===== src/rtl/cpu_bus_pkg.sv =====
// Shared types and constants for the CPU data-side bus controller and its
// lane alignment helper.
package cpu_bus_pkg;

  // Controller states: no done state, completion is a registered pulse.
  typedef enum logic {
    IDLE = 1'b0,
    BUS  = 1'b1
  } state_e;

  // Access size as a one-hot vector {w, h, b}.
  typedef logic [2:0] size_t;

  localparam size_t SZ_W = 3'b100;
  localparam size_t SZ_H = 3'b010;
  localparam size_t SZ_B = 3'b001;

  // Byte enables, bit k = byte lane k (little-endian).
  localparam logic [3:0] BE_W  = 4'b1111;
  localparam logic [3:0] BE_H0 = 4'b0011;
  localparam logic [3:0] BE_H1 = 4'b1100;
  localparam logic [3:0] BE_B0 = 4'b0001;
  localparam logic [3:0] BE_B1 = 4'b0010;
  localparam logic [3:0] BE_B2 = 4'b0100;
  localparam logic [3:0] BE_B3 = 4'b1000;

  // Default number of cycles a request may wait for an ack.
  localparam int TIMEOUT_DEF = 255;

endpackage


===== src/rtl/bus_lane_align.sv =====
// Combinational byte-lane helper: byte enables and store replication for a
// request, and lane extraction plus sign/zero extension for load data.
module bus_lane_align
  import cpu_bus_pkg::*;
(
  input  size_t       size_i,
  input  logic [1:0]  off_i,
  input  logic        zext_i,
  input  logic [31:0] wdata_i,
  input  logic [31:0] rdata_i,
  output logic [3:0]  be_o,
  output logic [31:0] wdata_o,
  output logic [31:0] rdata_o
);

  logic [15:0] half_v;
  logic [7:0]  byte_v;

  // Select the addressed half and byte of the returned bus word.
  always_comb begin
    half_v = off_i[1] ? rdata_i[31:16] : rdata_i[15:0];
    unique case (off_i)
      2'd0:    byte_v = rdata_i[7:0];
      2'd1:    byte_v = rdata_i[15:8];
      2'd2:    byte_v = rdata_i[23:16];
      default: byte_v = rdata_i[31:24];
    endcase
  end

  // Enables, replicated store data and extended load data per access size.
  always_comb begin
    // NOTE: every output gets a default first so no path leaves a latch.
    be_o    = 4'b0000;
    wdata_o = wdata_i;
    rdata_o = rdata_i;
    case (size_i)
      SZ_W: begin
        be_o = BE_W;
      end
      SZ_H: begin
        be_o    = off_i[1] ? BE_H1 : BE_H0;
        wdata_o = {2{wdata_i[15:0]}};
        rdata_o = {{16{~zext_i & half_v[15]}}, half_v};
      end
      SZ_B: begin
        unique case (off_i)
          2'd0:    be_o = BE_B0;
          2'd1:    be_o = BE_B1;
          2'd2:    be_o = BE_B2;
          default: be_o = BE_B3;
        endcase
        wdata_o = {4{wdata_i[7:0]}};
        rdata_o = {{24{~zext_i & byte_v[7]}}, byte_v};
      end
      default: ;
    endcase
  end

endmodule


===== src/rtl/cpu_bus_ctrl.sv =====
// Data-side bus controller: accepts one load/store at a time from the CPU
// memory stage, checks alignment, runs a req/ack bus transaction with byte
// enables and returns extended load data with a one-cycle done pulse.
module cpu_bus_ctrl
  import cpu_bus_pkg::*;
#(
  parameter int TIMEOUT = TIMEOUT_DEF,
  parameter int CNT_W   = 8
) (
  input  logic        clk,
  input  logic        rst,
  input  logic        cpu_req,
  input  logic        cpu_rw,
  input  logic [31:0] cpu_addr,
  input  logic [31:0] cpu_wdata,
  input  logic        cpu_w,
  input  logic        cpu_h,
  input  logic        cpu_b,
  input  logic        cpu_z,
  output logic        cpu_stall,
  output logic        cpu_done,
  output logic [31:0] cpu_rdata,
  output logic        addr_err,
  output logic        bus_err,
  output logic        bc_req,
  output logic        bc_rw,
  output logic [31:0] bc_addr,
  output logic [31:0] bc_wdata,
  output logic [3:0]  bc_be,
  input  logic [31:0] bc_rdata,
  input  logic        bc_ack
);

  state_e      state_q, state_d;
  size_t       req_size;
  logic        size_ok, align_ok, legal, accept, timeout_hit;

  // Latched request, held stable on the bus for the whole transaction.
  logic        rw_q;
  logic [31:0] addr_q, wdata_q;
  logic [3:0]  be_q;
  logic [1:0]  off_q;
  size_t       size_q;
  logic        z_q;
  logic [CNT_W-1:0] cnt_q;

  // Registered completion outputs and their next values.
  logic        done_q, done_d;
  logic        addr_err_q, addr_err_d;
  logic        bus_err_q, bus_err_d;
  logic [31:0] rdata_q, rdata_d;

  // Lane helper: live request fields in IDLE, latched fields in BUS.
  size_t       al_size;
  logic [1:0]  al_off;
  logic [3:0]  al_be;
  logic [31:0] al_wdata, al_rdata;

  assign req_size = {cpu_w, cpu_h, cpu_b};

  // Legality check of the request currently offered by the CPU.
  always_comb begin
    size_ok  = (req_size == SZ_W) || (req_size == SZ_H) || (req_size == SZ_B);
    align_ok = !(cpu_w && (cpu_addr[1:0] != 2'b00)) && !(cpu_h && cpu_addr[0]);
    legal    = size_ok && align_ok;
  end

  assign accept      = (state_q == IDLE) && cpu_req && legal;
  assign timeout_hit = (cnt_q == CNT_W'(TIMEOUT - 1));

  assign al_size = (state_q == BUS) ? size_q : req_size;
  assign al_off  = (state_q == BUS) ? off_q  : cpu_addr[1:0];

  bus_lane_align u_align (
    .size_i  (al_size),
    .off_i   (al_off),
    .zext_i  (z_q),
    .wdata_i (cpu_wdata),
    .rdata_i (bc_rdata),
    .be_o    (al_be),
    .wdata_o (al_wdata),
    .rdata_o (al_rdata)
  );

  // State register; reset abandons any outstanding transaction.
  always_ff @(posedge clk or negedge rst) begin
    // NOTE: sequential state uses non-blocking assignments only.
    if (!rst) state_q <= IDLE;
    else      state_q <= state_d;
  end

  // Next-state logic: ack wins over a timeout on the same cycle.
  always_comb begin
    state_d = state_q;
    unique case (state_q)
      IDLE: if (accept) state_d = BUS;
      BUS:  if (bc_ack || timeout_hit) state_d = IDLE;
      default: state_d = IDLE;
    endcase
  end

  // Output decode: completion pulses, load result and pipeline stall.
  always_comb begin
    done_d     = 1'b0;
    addr_err_d = 1'b0;
    bus_err_d  = 1'b0;
    rdata_d    = 32'h0;
    unique case (state_q)
      IDLE: begin
        if (cpu_req && !legal) begin
          addr_err_d = 1'b1;
          done_d     = 1'b1;
        end
      end
      BUS: begin
        if (bc_ack) begin
          done_d  = 1'b1;
          rdata_d = rw_q ? 32'h0 : al_rdata;
        end else if (timeout_hit) begin
          done_d    = 1'b1;
          bus_err_d = 1'b1;
        end
      end
      default: ;
    endcase
  end

  assign cpu_stall = (state_q == BUS) || accept;

  // Request latch and wait counter for the bus transaction.
  always_ff @(posedge clk or negedge rst) begin
    if (!rst) begin
      rw_q    <= 1'b0;
      addr_q  <= 32'h0;
      wdata_q <= 32'h0;
      be_q    <= 4'b0000;
      off_q   <= 2'b00;
      size_q  <= SZ_W;
      z_q     <= 1'b0;
      cnt_q   <= '0;
    end else if (accept) begin
      rw_q    <= cpu_rw;
      addr_q  <= {cpu_addr[31:2], 2'b00};
      wdata_q <= al_wdata;
      be_q    <= al_be;
      off_q   <= cpu_addr[1:0];
      size_q  <= req_size;
      z_q     <= cpu_z;
      cnt_q   <= '0;
    end else if ((state_q == BUS) && !bc_ack) begin
      cnt_q   <= cnt_q + CNT_W'(1);
    end
  end

  // Registered completion pulses and load result.
  always_ff @(posedge clk or negedge rst) begin
    if (!rst) begin
      done_q     <= 1'b0;
      addr_err_q <= 1'b0;
      bus_err_q  <= 1'b0;
      rdata_q    <= 32'h0;
    end else begin
      done_q     <= done_d;
      addr_err_q <= addr_err_d;
      bus_err_q  <= bus_err_d;
      rdata_q    <= rdata_d;
    end
  end

  assign cpu_done  = done_q;
  assign cpu_rdata = rdata_q;
  assign addr_err  = addr_err_q;
  assign bus_err   = bus_err_q;
  assign bc_req    = (state_q == BUS);
  assign bc_rw     = rw_q;
  assign bc_addr   = addr_q;
  assign bc_wdata  = wdata_q;
  assign bc_be     = be_q;

endmodule


===== config.mk =====
export PLATFORM = sky130hd
export DESIGN_NAME = cpu_bus_ctrl
export DESIGN_NICKNAME = d
export VERILOG_FILES = /design/src/rtl/cpu_bus_pkg.sv /design/src/rtl/bus_lane_align.sv /design/src/rtl/cpu_bus_ctrl.sv
export SDC_FILE = /design/constraint.sdc
export NUM_CORES = 1
export LEC_CHECK = 0
export ABC_AREA = 0
export BUFFER_PORTS_ARGS = -buffer_cell sky130_fd_sc_hd__clkbuf_2
export CORE_AREA = 4 4 111 113
export CTS_CLUSTER_DIAMETER = 150
export CTS_CLUSTER_SIZE = 28
export DETAILED_ROUTE_END_ITERATION = 10
export DIE_AREA = 0 0 115 117
export PLACE_DENSITY = 0.75
export SYNTH_ARGS = -nofsm -noshare
export SYNTH_HDL_FRONTEND = slang
export SYNTH_SLANG_ARGS = --single-unit

===== constraint.sdc =====
create_clock -name clk -period 2.2 [get_ports clk]
set_clock_uncertainty 0.05 [all_clocks]
set_input_delay 0.11 -clock clk [delete_from_list [all_inputs] [get_ports clk]]
set_output_delay 0.11 -clock clk [all_outputs]
set_load 0.02 [all_outputs]

; ---- Word-level counts from Yosys, hierarchy flattened
; Cells that the tools add are included.
[op_classes]
n_addsub = 1
eq_ne = 9
muxes = 24
bitwise_logic = 4
n_reduce_logical = 19
[op_table]
columns = op, count
row1 = $pmux W32 S2, 2
row2 = $mux W32, 3
row3 = $pmux W4 S3, 2
row4 = $pmux W8 S3, 1
row5 = $mux W16, 1
row6 = $mux W8, 2
row7 = $add A8 B1 Y8 const B, 1
row8 = $eq A8 B8 Y1 const B, 1
row9 = $logic_and A1 B1 Y1, 8
row10 = $mux W1, 8
row11 = $eq A3 B1 Y1 const B, 2
row12 = $eq A3 B2 Y1 const B, 2
row13 = $eq A3 B3 Y1 const B, 2
row14 = $logic_not A1 Y1, 4
row15 = $logic_or A1 B1 Y1, 4
row16 = $mux W4, 1
row17 = $pmux W1 S2, 2
row18 = $reduce_bool A2 Y1, 2
row19 = $mux W3, 1
row20 = $and A1 B1 Y1, 2
row21 = $eq A2 B1 Y1 const B, 1
row22 = $eq A2 B2 Y1 const B, 1
row23 = $logic_not A2 Y1, 1
row24 = $mux W2, 1
row25 = $not A1 Y1, 2
[totals]
register_bits = 117
inputBits = 105
output_inout_bits = 106

; ---- Longest topological paths before layout
; Gate-level depths: netlist (run 1).
[logic_depth]
ltp_word = 9
ltp_mapped = 8
ltp_nobuf = 6

; ---- Cells and area by module
; Synthesis (run 1) repeated with hierarchy kept, for this count alone.
[hier_totals]
hier_cells = 485
area_unflattened_um2 = 5890.6
[modules_own_cells]
columns = module, n_inst, cells_per_inst, area_each_um2, seq_area_each_um2
row1 = cpu_bus_ctrl, 1, 293, 4575.6, 2929.1
row2 = bus_lane_align, 1, 192, 1315.0, 0.0

; ---- Least setup slack after synthesis (run 1)
; No wires, ideal clock.
[synth_timing]
path_type = reg-to-reg
start = register state_q, in the netlist bc_req
end = register rdata_q[21], in the netlist cpu_rdata[21]
arrival_ns = 1.941
t_required_ns = 2.086
slack_ns = 0.144
stages_incl_launch_ff = 8
n_path_buf = 3
synth_period_minus_slack_ns = 2.056
cell_sequence = dfrtp_1 -> buf_6 -> buf_6 -> o32a_4 -> a21o_1 -> a211oi_4 -> buf_6 -> a21o_1
[synth_between]
elab_chain_cells = 8
word_cells_on_any_way = 15
[synth_rtl]
columns = element, line_no
row1 = "start, declared", cpu_bus_ctrl.sv:34  ; state_e state_q, state_d;
row2 = "start signal, assigned", cpu_bus_ctrl.sv:89  ; else state_q <= state_d;
row3 = $mux W2, cpu_bus_ctrl.sv:72  ; assign al_off = (state_q == BUS) ? off_q : cpu_addr[1:0];
row4 = $eq A2 B2 Y1 (tied with other cells), bus_lane_align.sv:22  ; unique case (off_i)
row5 = $pmux W8 S3, bus_lane_align.sv:22
row6 = $and A1 B1 Y1, bus_lane_align.sv:53  ; rdata_o = {{24{~zext_i & byte_v[7]}}, byte_v};
row7 = $pmux W32 S2, bus_lane_align.sv:36  ; case (size_i)
row8 = $mux W32, cpu_bus_ctrl.sv:118  ; rdata_d = rw_q ? 32'h0 : al_rdata;
row9 = $mux W32, cpu_bus_ctrl.sv:116  ; if (bc_ack) begin
row10 = $mux W32 *, cpu_bus_ctrl.sv:108  ; unique case (state_q)
row11 = named net rdata_d[21], cpu_bus_ctrl.sv:51  ; logic [31:0] rdata_q, rdata_d;
row12 = "end signal, assigned", cpu_bus_ctrl.sv:166  ; rdata_q <= rdata_d;
row13 = "end, declared", cpu_bus_ctrl.sv:51
; Mark *: on every way through the listed nets, which the timed path passes. The rest lies on a longest branch.
; A chain may end at the register's enable or synchronous reset.

; ---- Worst setup path in the final report (run 1)
[layout_timing]
start = register state_q, in the netlist bc_req
end = register rdata_q[14], in the netlist cpu_rdata[14]
; Same word-level chain as after synthesis.

==> out/summary.txt, run 1 <==
status - finished, final reports clean
die area - 0.0135 sq mm
sequential share of power - 36.1%
Post-synth EDFFs - 0
Critical Path End Type - register
multiplexer area fraction after synthesis - 15.7%
total global-route track usage - 27.0%
clk_lat worst skew - 0.41 ns
post-synthesis compound-gate area fraction - 14.6%
switching share of power - 31.4%
Die H - 117 um
max-slew violation count - 0
Fin. Hold Viols - 0
Post-Syn Instances - 487
vias post-DR - 5158
largest net degree at the start of global routing - 118
Inst Count DP - 821
Max-cap violations - 0
Num Clock Sinks - 117
total core area - 0.0113 sq mm
Post-Syn Area - 0.00546 sq mm
clock tree buffer depth - 2
VDD IR max - 0.645 mV
Synth cell types - 52
worst slew pin tran - 0.692 ns
R2R Path End - cpu_rdata[14]$_DFF_PN0_
vias in the first global route - 5567
fin nets - 899
setup violators final - 0
total gr overflow - 0
metal2 WL - 9.55 mm
initial antenna violation count - 1
synth warn - 0
main combinational cell family by area after synthesis - multiplexers
Int Pwr - 5.41 mW
CP Data Required Time - 2.48 ns
combinational share of power - 26.7%
Non-Filler Instances - 948
simple-gate share of the synthesized area - 10.9%
Worst path slowest cell - nor2b_1
CP max FO - 24
Post-synth top flop - dfrtp_1
WL final - 17.9 mm
post-synthesis async set-or-reset flop share - 100%
PD cells - 955 mW/mm^2
DPL Wire Length - 11.2 mm
area grow syn2layout - 51.1%
I/O Pins - 211
Seq cells post-synth - 117
IO buf count - 208
DR WL met3 - 1.25 mm
slowest stage delay, CP - 0.56 ns
Psw - 2.47 mW
Setup Crit Path Kind - reg2reg
synthesized-area fraction occupied by adder cells - 0.458%
root buffer cell - clkbuf_16
First DRT Iteration DRCs - 343
TritonCTS clock tree - done
Clk pwr share - 37.2%
CP arrival - 2.30 ns
RSZ-0062 raised after global routing - false
DRC - 0
Metal-1 WL - 6.33 mm
routed length per placed instance - 18.9 um
initial core utilization - 48.2%
gpl congestion - 0.849
Lkg Pwr - 4.21 nW
Clk pin slew, worst setup/hold paths - 0.06 ns
# H-tree levels - 4
postcts setup bufs - 0
final worst-path cycle share - 91.5%
Achievable Freq - 497 MHz
Max transition margin - 53.8%
num rows - 39
hold_sp - cpu_wdata[22]
Tot Pwr - 7.88 mW
syn_area_per_cell - 11.2 sq um
hold depth - 3
flop-to-flop setup slack - 0.19 ns
Post-DRT Antenna Nets - 0
Die W - 115 um
Fillers - 757
layout cell share with drive strength beyond 1 - 37.0%
crit path cell chain - buf_12 -> nand2b_1 -> o22ai_1 -> nor2b_1 -> a22oi_1 -> o21ai_1
Fin Setup TNS - 0 ns
CP Launch Type - register
Hold Path End - bc_wdata[22]$_DFFE_PN0P_
FF-to-FF path depth - 6
worst hold path type - in2reg
sequential area share after synthesis - 53.6%
top layer in use - met4
Post-Synth XOR/XNOR Area - 0.962%
DR vias/cell - 5.44
first-pass GRT wire length - 27.8 mm
drt first pass iters - 5
Final min period - 2.01 ns
Reg2Reg Launch Point - bc_req$_DFF_PN0_
Num CTS Buffers - 17
-- power groups by stage --
stage | combinational, mW | clock (mW) | sequential, mW
finish | 2.11 | 2.93 | 2.84
global route | 2.26 | 3.09 | 2.88
CTS | 2.08 | 2.96 | 2.83
detailed placement | 1.94 | 0 | 2.86
global placement | 1.88 | 0 | 2.83
floorplan | 0.717 | 0 | 3.27
-- metal layers --
metal | up-vias | track usage [%]
li1 | 2335 | -
met1 | 2489 | 29.6
met2 | 263 | 48.5
met3 | 71 | 5.96
met4 | 0 | 14.8
met5 | - | 0
-- cells by family after synthesis --
group | after synthesis
XOR/XNOR | 6
flip-flops | 117
buffers and inverters | 36
AND/OR/NAND/NOR | 129
AO/OA/AOI/OAI | 125
other | 1
adder cells (fa/ha/maj) | 2
multiplexers | 71
-- placed cells by master, fill, tap and decap left out, types with 16 or more instances in the layout --
cell	Yosys	final
mux2i_1	18	18
mux2_1	20	20
nor2_1	47	46
a21o_1	17	17
clkbuf_16	0	17
o21ai_1	17	16
mux2_2	25	25
nand2_1	40	40
nand2b_1	17	17
dlygate4sd3_1	0	95
dfrtp_1	116	116
clkbuf_2	0	207
o21ai_0	35	35
-- state kept, by name, indices dropped and copies added (netlist names) --
name,cells
addr_err,1
bc_req,1
bus_err,1
size_q,3
off_q,2
bc_addr,30
cpu_done,1
cnt_q,8
z_q,1
cpu_rdata,32
bc_be,4
bc_rw,1
bc_wdata,32
-- synth_stat cells, types with 2 or more instances --
| library cell | instances | area, sq um |
|---|---|---|
| o21ai_0 | 35 | 175 |
| ha_1 | 2 | 25.0 |
| o21ai_1 | 17 | 85.1 |
| a21boi_0 | 2 | 15.0 |
| clkbuf_1 | 16 | 60.1 |
| a21oi_1 | 15 | 75.1 |
| and2_1 | 3 | 18.8 |
| xor2_1 | 4 | 35.0 |
| mux2i_1 | 18 | 180 |
| dfrtp_1 | 116 | 2900 |
| nand2b_1 | 17 | 106 |
| a31oi_1 | 2 | 12.5 |
| nand2_1 | 40 | 150 |
| buf_6 | 6 | 67.6 |
| nor2b_1 | 3 | 18.8 |
| a22oi_1 | 7 | 52.6 |
| a211o_1 | 2 | 17.5 |
| mux4_2 | 7 | 158 |
| nor2_1 | 47 | 176 |
| nand4_1 | 3 | 18.8 |
| mux2_2 | 25 | 282 |
| nand3_1 | 2 | 10.0 |
| inv_1 | 3 | 11.3 |
| or2_2 | 3 | 18.8 |
| a21o_1 | 17 | 128 |
| mux2_1 | 20 | 225 |
| buf_2 | 9 | 45.0 |
| o31ai_1 | 8 | 60.1 |
| xnor2_1 | 2 | 17.5 |
| nor3_1 | 4 | 20.0 |
| o22ai_1 | 10 | 62.6 |
| buf_4 | 2 | 15.0 |
-- per-stage QoR --
stage,utilization [%],setup WS [ns],cell area (sq um),hold slack [ns]
final,72.9,0.186,8250,0.00719
after global routing,72.8,0.0902,8250,0.0363
after CTS,72.8,0.117,8240,0.00224
after detailed placement,58.8,0.152,6660,0.205
after global placement,58.8,0.220,6660,0.192
after floorplan,-,0.144,5460,-0.236
-- worst max path at each step --
| stage | from | endpoint | slack, ns | depth (start not counted) |
|---|---|---|---|---|
| CTS | bc_req$_DFF_PN0_ | cpu_rdata[23]$_DFF_PN0_ | 0.12 | 5 |
| global route | bc_req$_DFF_PN0_ | cpu_rdata[10]$_DFF_PN0_ | 0.09 | 6 |
| global placement | bc_req$_DFF_PN0_ | cpu_rdata[22]$_DFF_PN0_ | 0.22 | 5 |
| floorplan | bc_req$_DFF_PN0_ | cpu_rdata[21]$_DFF_PN0_ | 0.14 | 7 |
| detailed placement | bc_req$_DFF_PN0_ | cpu_rdata[23]$_DFF_PN0_ | 0.15 | 5 |
| finish | bc_req$_DFF_PN0_ | cpu_rdata[14]$_DFF_PN0_ | 0.19 | 6 |
-- critical path: cells and delay by family (launching register included) --
kind / cells / cell delay [ns]
simple gates: 2 / 0.73
flops: 1 / 0.41
buf+inv: 1 / 0.17
compound gates: 3 / 0.58
-- repair_timing --
item,CTS,global route
hold buffers,95,0
setup endpoints to repair,0,16
endpoints found under the hold margin,210,0
gates resized for setup,0,1
-- area by class of cell --
class | count | area, sq um | share of cell area (%)
diodes | 2 | 5.00 | 0.0607
clock buffers | 21 | 480 | 5.82
clock inverters | 9 | 150 | 1.82
inverters | 3 | 11.3 | 0.137
multi-input cells | 335 | 2350 | 28.5
flip-flops and latches | 117 | 2930 | 35.5
well taps | 143 | 179 | 2.17
repair buffers | 318 | 2140 | 26.0
No activity file was read; power rests on OpenSTA's default activity.
==> run 2: changes to the inputs <==
--- a/config.mk
+++ b/config.mk
@@ -5,13 +5,13 @@
 export SDC_FILE = /design/constraint.sdc
 export NUM_CORES = 1
 export LEC_CHECK = 0
-export ABC_AREA = 0
+export ABC_AREA = 1
 export BUFFER_PORTS_ARGS = -buffer_cell sky130_fd_sc_hd__clkbuf_2
-export CORE_AREA = 4 4 111 113
+export CORE_AREA = 4 4 112 114
 export CTS_CLUSTER_DIAMETER = 150
 export CTS_CLUSTER_SIZE = 28
 export DETAILED_ROUTE_END_ITERATION = 10
-export DIE_AREA = 0 0 115 117
+export DIE_AREA = 0 0 116 118
 export PLACE_DENSITY = 0.75
 export SYNTH_ARGS = -nofsm -noshare
 export SYNTH_HDL_FRONTEND = slang
==> out/summary.txt, run 2 <==
Max-cap violations - 0
DRC - 0
Post-Syn Area - 0.00565 sq mm
vias in the first global route - 5949
largest net degree at the start of global routing - 77
Die H - 118 um
Post-synth top flop - dfrtp_1
Final min period - 2.03 ns
slowest stage delay, CP - 0.50 ns
most numerous cell in the Yosys netlist - nand2_1
Finished Cell Area - 0.00839 sq mm
RSZ-0062 raised after global routing - false
root buffer cell - clkbuf_16
FF-to-FF path depth - 10
total gr overflow - 0
syn_area_per_cell - 8.07 sq um
Lkg Pwr - 4.60 nW
PD cells - 960 mW/mm^2
Fin Setup TNS - 0 ns
WL final - 18.3 mm
Setup Crit Path Kind - reg2reg
flop-to-flop setup slack - 0.17 ns
die area - 0.0137 sq mm
Clk pin slew, worst setup/hold paths - 0.06 ns
area grow syn2layout - 48.6%
I/O Pins - 211
clock tree buffer depth - 2
num rows - 39
worst hold path type - in2reg
Num CTS Buffers - 17
DR vias/cell - 5.01
delay-heaviest family, CP - simple AND/OR/NAND/NOR gates
DPL Wire Length - 11.6 mm
gpl congestion - 0.886
first-pass GRT wire length - 29.3 mm
routed length per placed instance - 15.8 um
sequential area share after synthesis - 51.8%
setup violators final - 0
most common cell after layout, fill and taps aside - nand2_1
Hold Path End - bc_wdata[29]$_DFFE_PN0P_
Post-synth EDFFs - 0
First DRT Iteration DRCs - 421
CP arrival - 2.29 ns
Die W - 116 um
Reg2Reg Launch Point - bc_req$_DFF_PN0_
R2R Path End - cpu_rdata[13]$_DFF_PN0_
Seq cells post-synth - 117
TritonCTS clock tree - done
CP startpoint - bc_req$_DFF_PN0_
CP Launch Type - register
Fillers - 834
Critical Path End Type - register
max-slew violation count - 0
initial core utilization - 49.5%
Worst path slowest cell - dfrtp_2
Fin. Hold Viols - 0
Area contributors post-synth - dfrtp_1 51%, nand2_1 16%, o21ai_0 6.2%, nor2_1 4.2%, inv_1 4.1%
CP most frequent cell - nand2_1
total global-route track usage - 27.2%
status - finished, final reports clean
Post-Syn Instances - 700
vias post-DR - 5810
final worst-path cycle share - 92.4%
clk_lat worst skew - 0.42 ns
critical path buffer and inverter count - 2
VDD IR max - 0.702 mV
Achievable Freq - 492 MHz
crit path cell chain - inv_2 -> nand2_1 -> nand2_2 -> nand3_4 -> nand2_8 -> nand2_1 -> nand2_1 -> nand3_1 -> nand2_1 -> inv_1
post-synthesis async set-or-reset flop share - 100%
synth warn - 0
IO buf count - 208
CP max FO - 16
cell taking the most area after synthesis - dfrtp_1
Synth top area share - 51.4%
most frequent cells in the layout - 238 x nand2_1, 207 x clkbuf_2, 115 x dfrtp_1
hold depth - 5
Num Clock Sinks - 117
drt first pass iters - 5
layout cell share with drive strength beyond 1 - 28.9%
initial antenna violation count - 1
Post-synth top cells - 238 x nand2_1, 116 x dfrtp_1, 70 x o21ai_0
Placed Area - 0.00679 sq mm
CP Data Required Time - 2.46 ns
hold_sp - cpu_wdata[29]
Post-DRT Antenna Nets - 0
fin nets - 1109
Synth cell types - 33
# H-tree levels - 4
total core area - 0.0114 sq mm
## run 2: cell count changes after synthesis, sizes merged, moves of 17 or more
cell | previous run | this run
nand2 | 40 | 252
inv | 3 | 67
mux2 | 45 | 0
o21ai | 52 | 84
nor2 | 47 | 78
nand3 | 2 | 26
mux2i | 19 | 0
nand2b | 18 | 0
a21o | 17 | 0
## run 2: cell families (layout without fill, tap and decap cells)
| logic type | count (synthesis) | count (layout) | synth area share [%] |
|---|---|---|---|
| compound gates | 109 | 109 | 10.6 |
| buf+inv | 100 | 413 | 8.11 |
| flops | 117 | 117 | 51.8 |
| fa+ha+maj | 2 | 2 | 0.443 |
| simple gates | 365 | 366 | 28.0 |
| xor+xnor | 6 | 6 | 0.930 |
| other cells | 1 | 3 | 0.0664 |
## run 2: report_power, final
part / leakage [nW] / internal, mW / switching, mW
combinational: 2.81 / 0.790 / 1.47
sequential: 1.50 / 2.58 / 0.271
clock: 0.292 / 1.90 / 1.05
## run 2: layout make-up
type | instances | area (sq um) | area share [%]
tap | 143 | 179 | 2.13
clock inverter | 15 | 206 | 2.46
antenna | 1 | 2.50 | 0.0298
inverter | 67 | 254 | 3.03
timing repair buffer | 314 | 2110 | 25.2
multi-input combinational | 485 | 2280 | 27.2
sequential | 117 | 2930 | 34.9
clock buffer | 17 | 425 | 5.07
## run 2: metrics by stage
stage	total power [mW]	cells	utilization [%]	hold slack, ns	setup slack, ns
floorplan	4.15	701	-	-0.236	0.438
global placement	4.90	1030	59.5	0.0436	0.160
detailed placement	4.94	1030	59.5	0.0444	0.0578
CTS	8.03	1157	73.4	0.000175	0.0348
global route	8.45	1159	73.5	0.0263	0.0246
finish	8.06	1159	73.5	0.0131	0.167
## run 2: how the worst max path moves through the flow
stage | to | cells after the start | slack [ns]
floorplan | cpu_rdata[21]$_DFF_PN0_ | 11 | 0.44
global placement | cpu_rdata[14]$_DFF_PN0_ | 10 | 0.16
detailed placement | cpu_rdata[11]$_DFF_PN0_ | 10 | 0.06
CTS | cpu_rdata[13]$_DFF_PN0_ | 10 | 0.03
global route | cpu_rdata[13]$_DFF_PN0_ | 10 | 0.02
finish | cpu_rdata[13]$_DFF_PN0_ | 10 | 0.17
## run 2: timing repair
item / 4_1_cts / 5_1_grt
buffers inserted: 0 / 0
cloned: 0 / 1
endpoints found under the hold margin: 126 / 0
resized for setup: 1 / 1
setup endpoints to repair: 1 / 44
hold buffers: 95 / 0
pin swaps: 0 / 1
## run 2: per-layer routing
metal	share of wire (%)	track usage (%)
met1	38	32.5
met3	8.7	8.43
met5	0	0
met4	4.4	13.7
met2	49	43.7
## run 2: worst register-to-register path, cell delays in order (launching register included)
cell and delay, ns:
dfrtp_2 0.50, inv_2 0.18, nand2_1 0.09, nand2_2 0.09
nand3_4 0.23, nand2_8 0.24, nand2_1 0.23, nand2_1 0.13
nand3_1 0.09, nand2_1 0.08, inv_1 0.04
==> run 3: changes to the inputs <==
--- a/config.mk
+++ b/config.mk
@@ -7,12 +7,13 @@
 export LEC_CHECK = 0
 export ABC_AREA = 1
 export BUFFER_PORTS_ARGS = -buffer_cell sky130_fd_sc_hd__clkbuf_2
-export CORE_AREA = 4 4 112 114
+export CORE_AREA = 4 4 118 120
 export CTS_CLUSTER_DIAMETER = 150
 export CTS_CLUSTER_SIZE = 28
 export DETAILED_ROUTE_END_ITERATION = 10
-export DIE_AREA = 0 0 116 118
-export PLACE_DENSITY = 0.75
+export DIE_AREA = 0 0 122 124
+export MAX_ROUTING_LAYER = met4
+export PLACE_DENSITY = 0.68
 export SYNTH_ARGS = -nofsm -noshare
 export SYNTH_HDL_FRONTEND = slang
 export SYNTH_SLANG_ARGS = --single-unit
==> out/summary.txt, run 3 (synthesis results as in run 2) <==
status - finished, final reports clean
CP Launch Type - input pin
crit path cell chain - dlygate4sd3_1 -> clkbuf_2 -> inv_1 -> nand3_1 -> nand3_1 -> nor2_4 -> inv_2 -> buf_12 -> nand2_1 -> clkbuf_2
Placed Area - 0.00686 sq mm
Clk pin slew, worst setup/hold paths - 0.05 ns
Setup Crit Path Kind - in2out
total core area - 0.0130 sq mm
worst hold path type - in2reg
Achievable Freq - 482 MHz
worst slew pin tran - 0.657 ns
Final min period - 2.07 ns
Die H - 124 um
ANT cells - 0
Die W - 122 um
first-pass GRT wire length - 28.6 mm
slowest stage delay, CP - 0.54 ns
Num Clock Sinks - 117
area grow syn2layout - 51.5%
final worst-path cycle share - 94.3%
setup violators final - 0
largest net degree at the start of global routing - 74
Worst path slowest cell - dlygate4sd3_1
total global-route track usage - 24.8%
DRC - 0
Max transition margin - 56.2%
gpl congestion - 0.886
vias in the first global route - 5885
num rows - 42
VDD IR max - 0.530 mV
critical path buffer and inverter count - 6
layout cell share with drive strength beyond 1 - 28.9%
initial core utilization - 43.5%
CP arrival - 1.91 ns
initial antenna violation count - 0
I/O Pins - 211
CP max FO - 37
Fin. Hold Viols - 0
max-slew violation count - 0
CP Data Required Time - 2.04 ns
clk_lat worst skew - 0.41 ns
First DRT Iteration DRCs - 385
routed length per placed instance - 15.3 um
TritonCTS clock tree - done
most frequent cells in the layout - 237 x nand2_1, 207 x clkbuf_2, 115 x dfrtp_1
Max-cap violations - 0
Critical Path End Type - output port
clock tree buffer depth - 2
# H-tree levels - 4
fin nets - 1118
Post-DRT Antenna Nets - 0
delay-heaviest family, CP - buffers and inverters
die area - 0.0151 sq mm
root buffer cell - clkbuf_16
Finished Cell Area - 0.00856 sq mm
DR vias/cell - 4.86
Fin Setup TNS - 0 ns
Num CTS Buffers - 17
total gr overflow - 0
Lkg Pwr - 4.68 nW
WL final - 18.4 mm
IO buf count - 208
vias post-DR - 5828
DPL Wire Length - 11.6 mm
drt first pass iters - 5
PD cells - 956 mW/mm^2
RSZ-0062 raised after global routing - false
most common cell after layout, fill and taps aside - nand2_1
[run 3: changes by cell type in the layout (fill, tap and decap cells not counted), moves of 2 or more]
cell and change:
clkinv_4 -4, clkinvlp_4 -4, dlygate4sd3_1 +4, buf_4 +3, clkbuf_1 +3, clkbuf_8 +3, clkinv_2 +2
[run 3: layer usage]
metal	part of all wire [%]	vias to the layer above	GRT usage (%)	routed length, um
met5	0	-	-	0
met4	2.1	0	8.54	380
met3	7.4	34	6.27	1360
met2	49	268	41.1	9090
met1	41	2707	29.8	7580
li1	-	2819	-	-
[run 3: power by group]
group / total (mW) / internal (mW) / switching (mW)
clock: 3.05 / 2.09 / 0.956
combinational: 2.29 / 0.812 / 1.47
sequential: 2.85 / 2.58 / 0.264
total: 8.18 / 5.49 / 2.69
[run 3: final timing paths]
path	startpoint	end	slack [ns]	cells past startpoint
setup / recovery	cpu_w	cpu_stall	0.13	10
hold / removal	cpu_wdata[9]	bc_wdata[9]$_DFFE_PN0P_	0.02	4
setup reg to reg	bc_req$_DFF_PN0_	cpu_rdata[17]$_DFF_PN0_	0.16	10
hold reg to reg	bc_addr[27]$_DFFE_PN0P_	bc_addr[27]$_DFFE_PN0P_	0.42	2
max in group asynchronous	rst	bc_wdata[3]$_DFFE_PN0P_	1.17	3
min in group asynchronous	rst	cpu_rdata[19]$_DFF_PN0_	0.22	2
[run 3: cell type report]
cell class / instances / area, sq um
sequential: 117 / 2930
timing repair buffer: 323 / 2220
clock buffer: 23 / 478
fill: 1052 / 4420
inverter: 67 / 251
tap: 176 / 220
multi-input combinational: 485 / 2280
clock inverter: 9 / 173
[run 3: tightest hold or removal path, delay by kind of cell]
kind / cells / cell delay, ns
simple gates: 2 / 0.11
buf+inv: 1 / 0.10
compound gates: 1 / 0.13
[run 3: metrics by stage]
stage / utilization (%) / setup WS (ns) / power, mW / cells / hold slack, ns
after floorplan: - / 0.438 / 4.15 / 701 / -0.236
after global placement: 52.9 / 0.215 / 4.92 / 1065 / 0.131
after detailed placement: 52.9 / 0.145 / 4.95 / 1065 / 0.129
final: 65.9 / 0.125 / 8.18 / 1200 / 0.0165
after global routing: 65.9 / 0.00584 / 8.61 / 1200 / 0.0322
after CTS: 65.6 / 0.0505 / 8.18 / 1197 / 0.000765
[run 3: what timing repair did]
action | CTS | global route
gates resized for setup | 1 | 1
endpoints found under the setup margin | 1 | 12
hold buffers | 99 | 0
pin swaps | 0 | 2
gates cloned | 0 | 2
endpoints found under the hold margin | 145 | 0
buffers inserted | 1 | 1
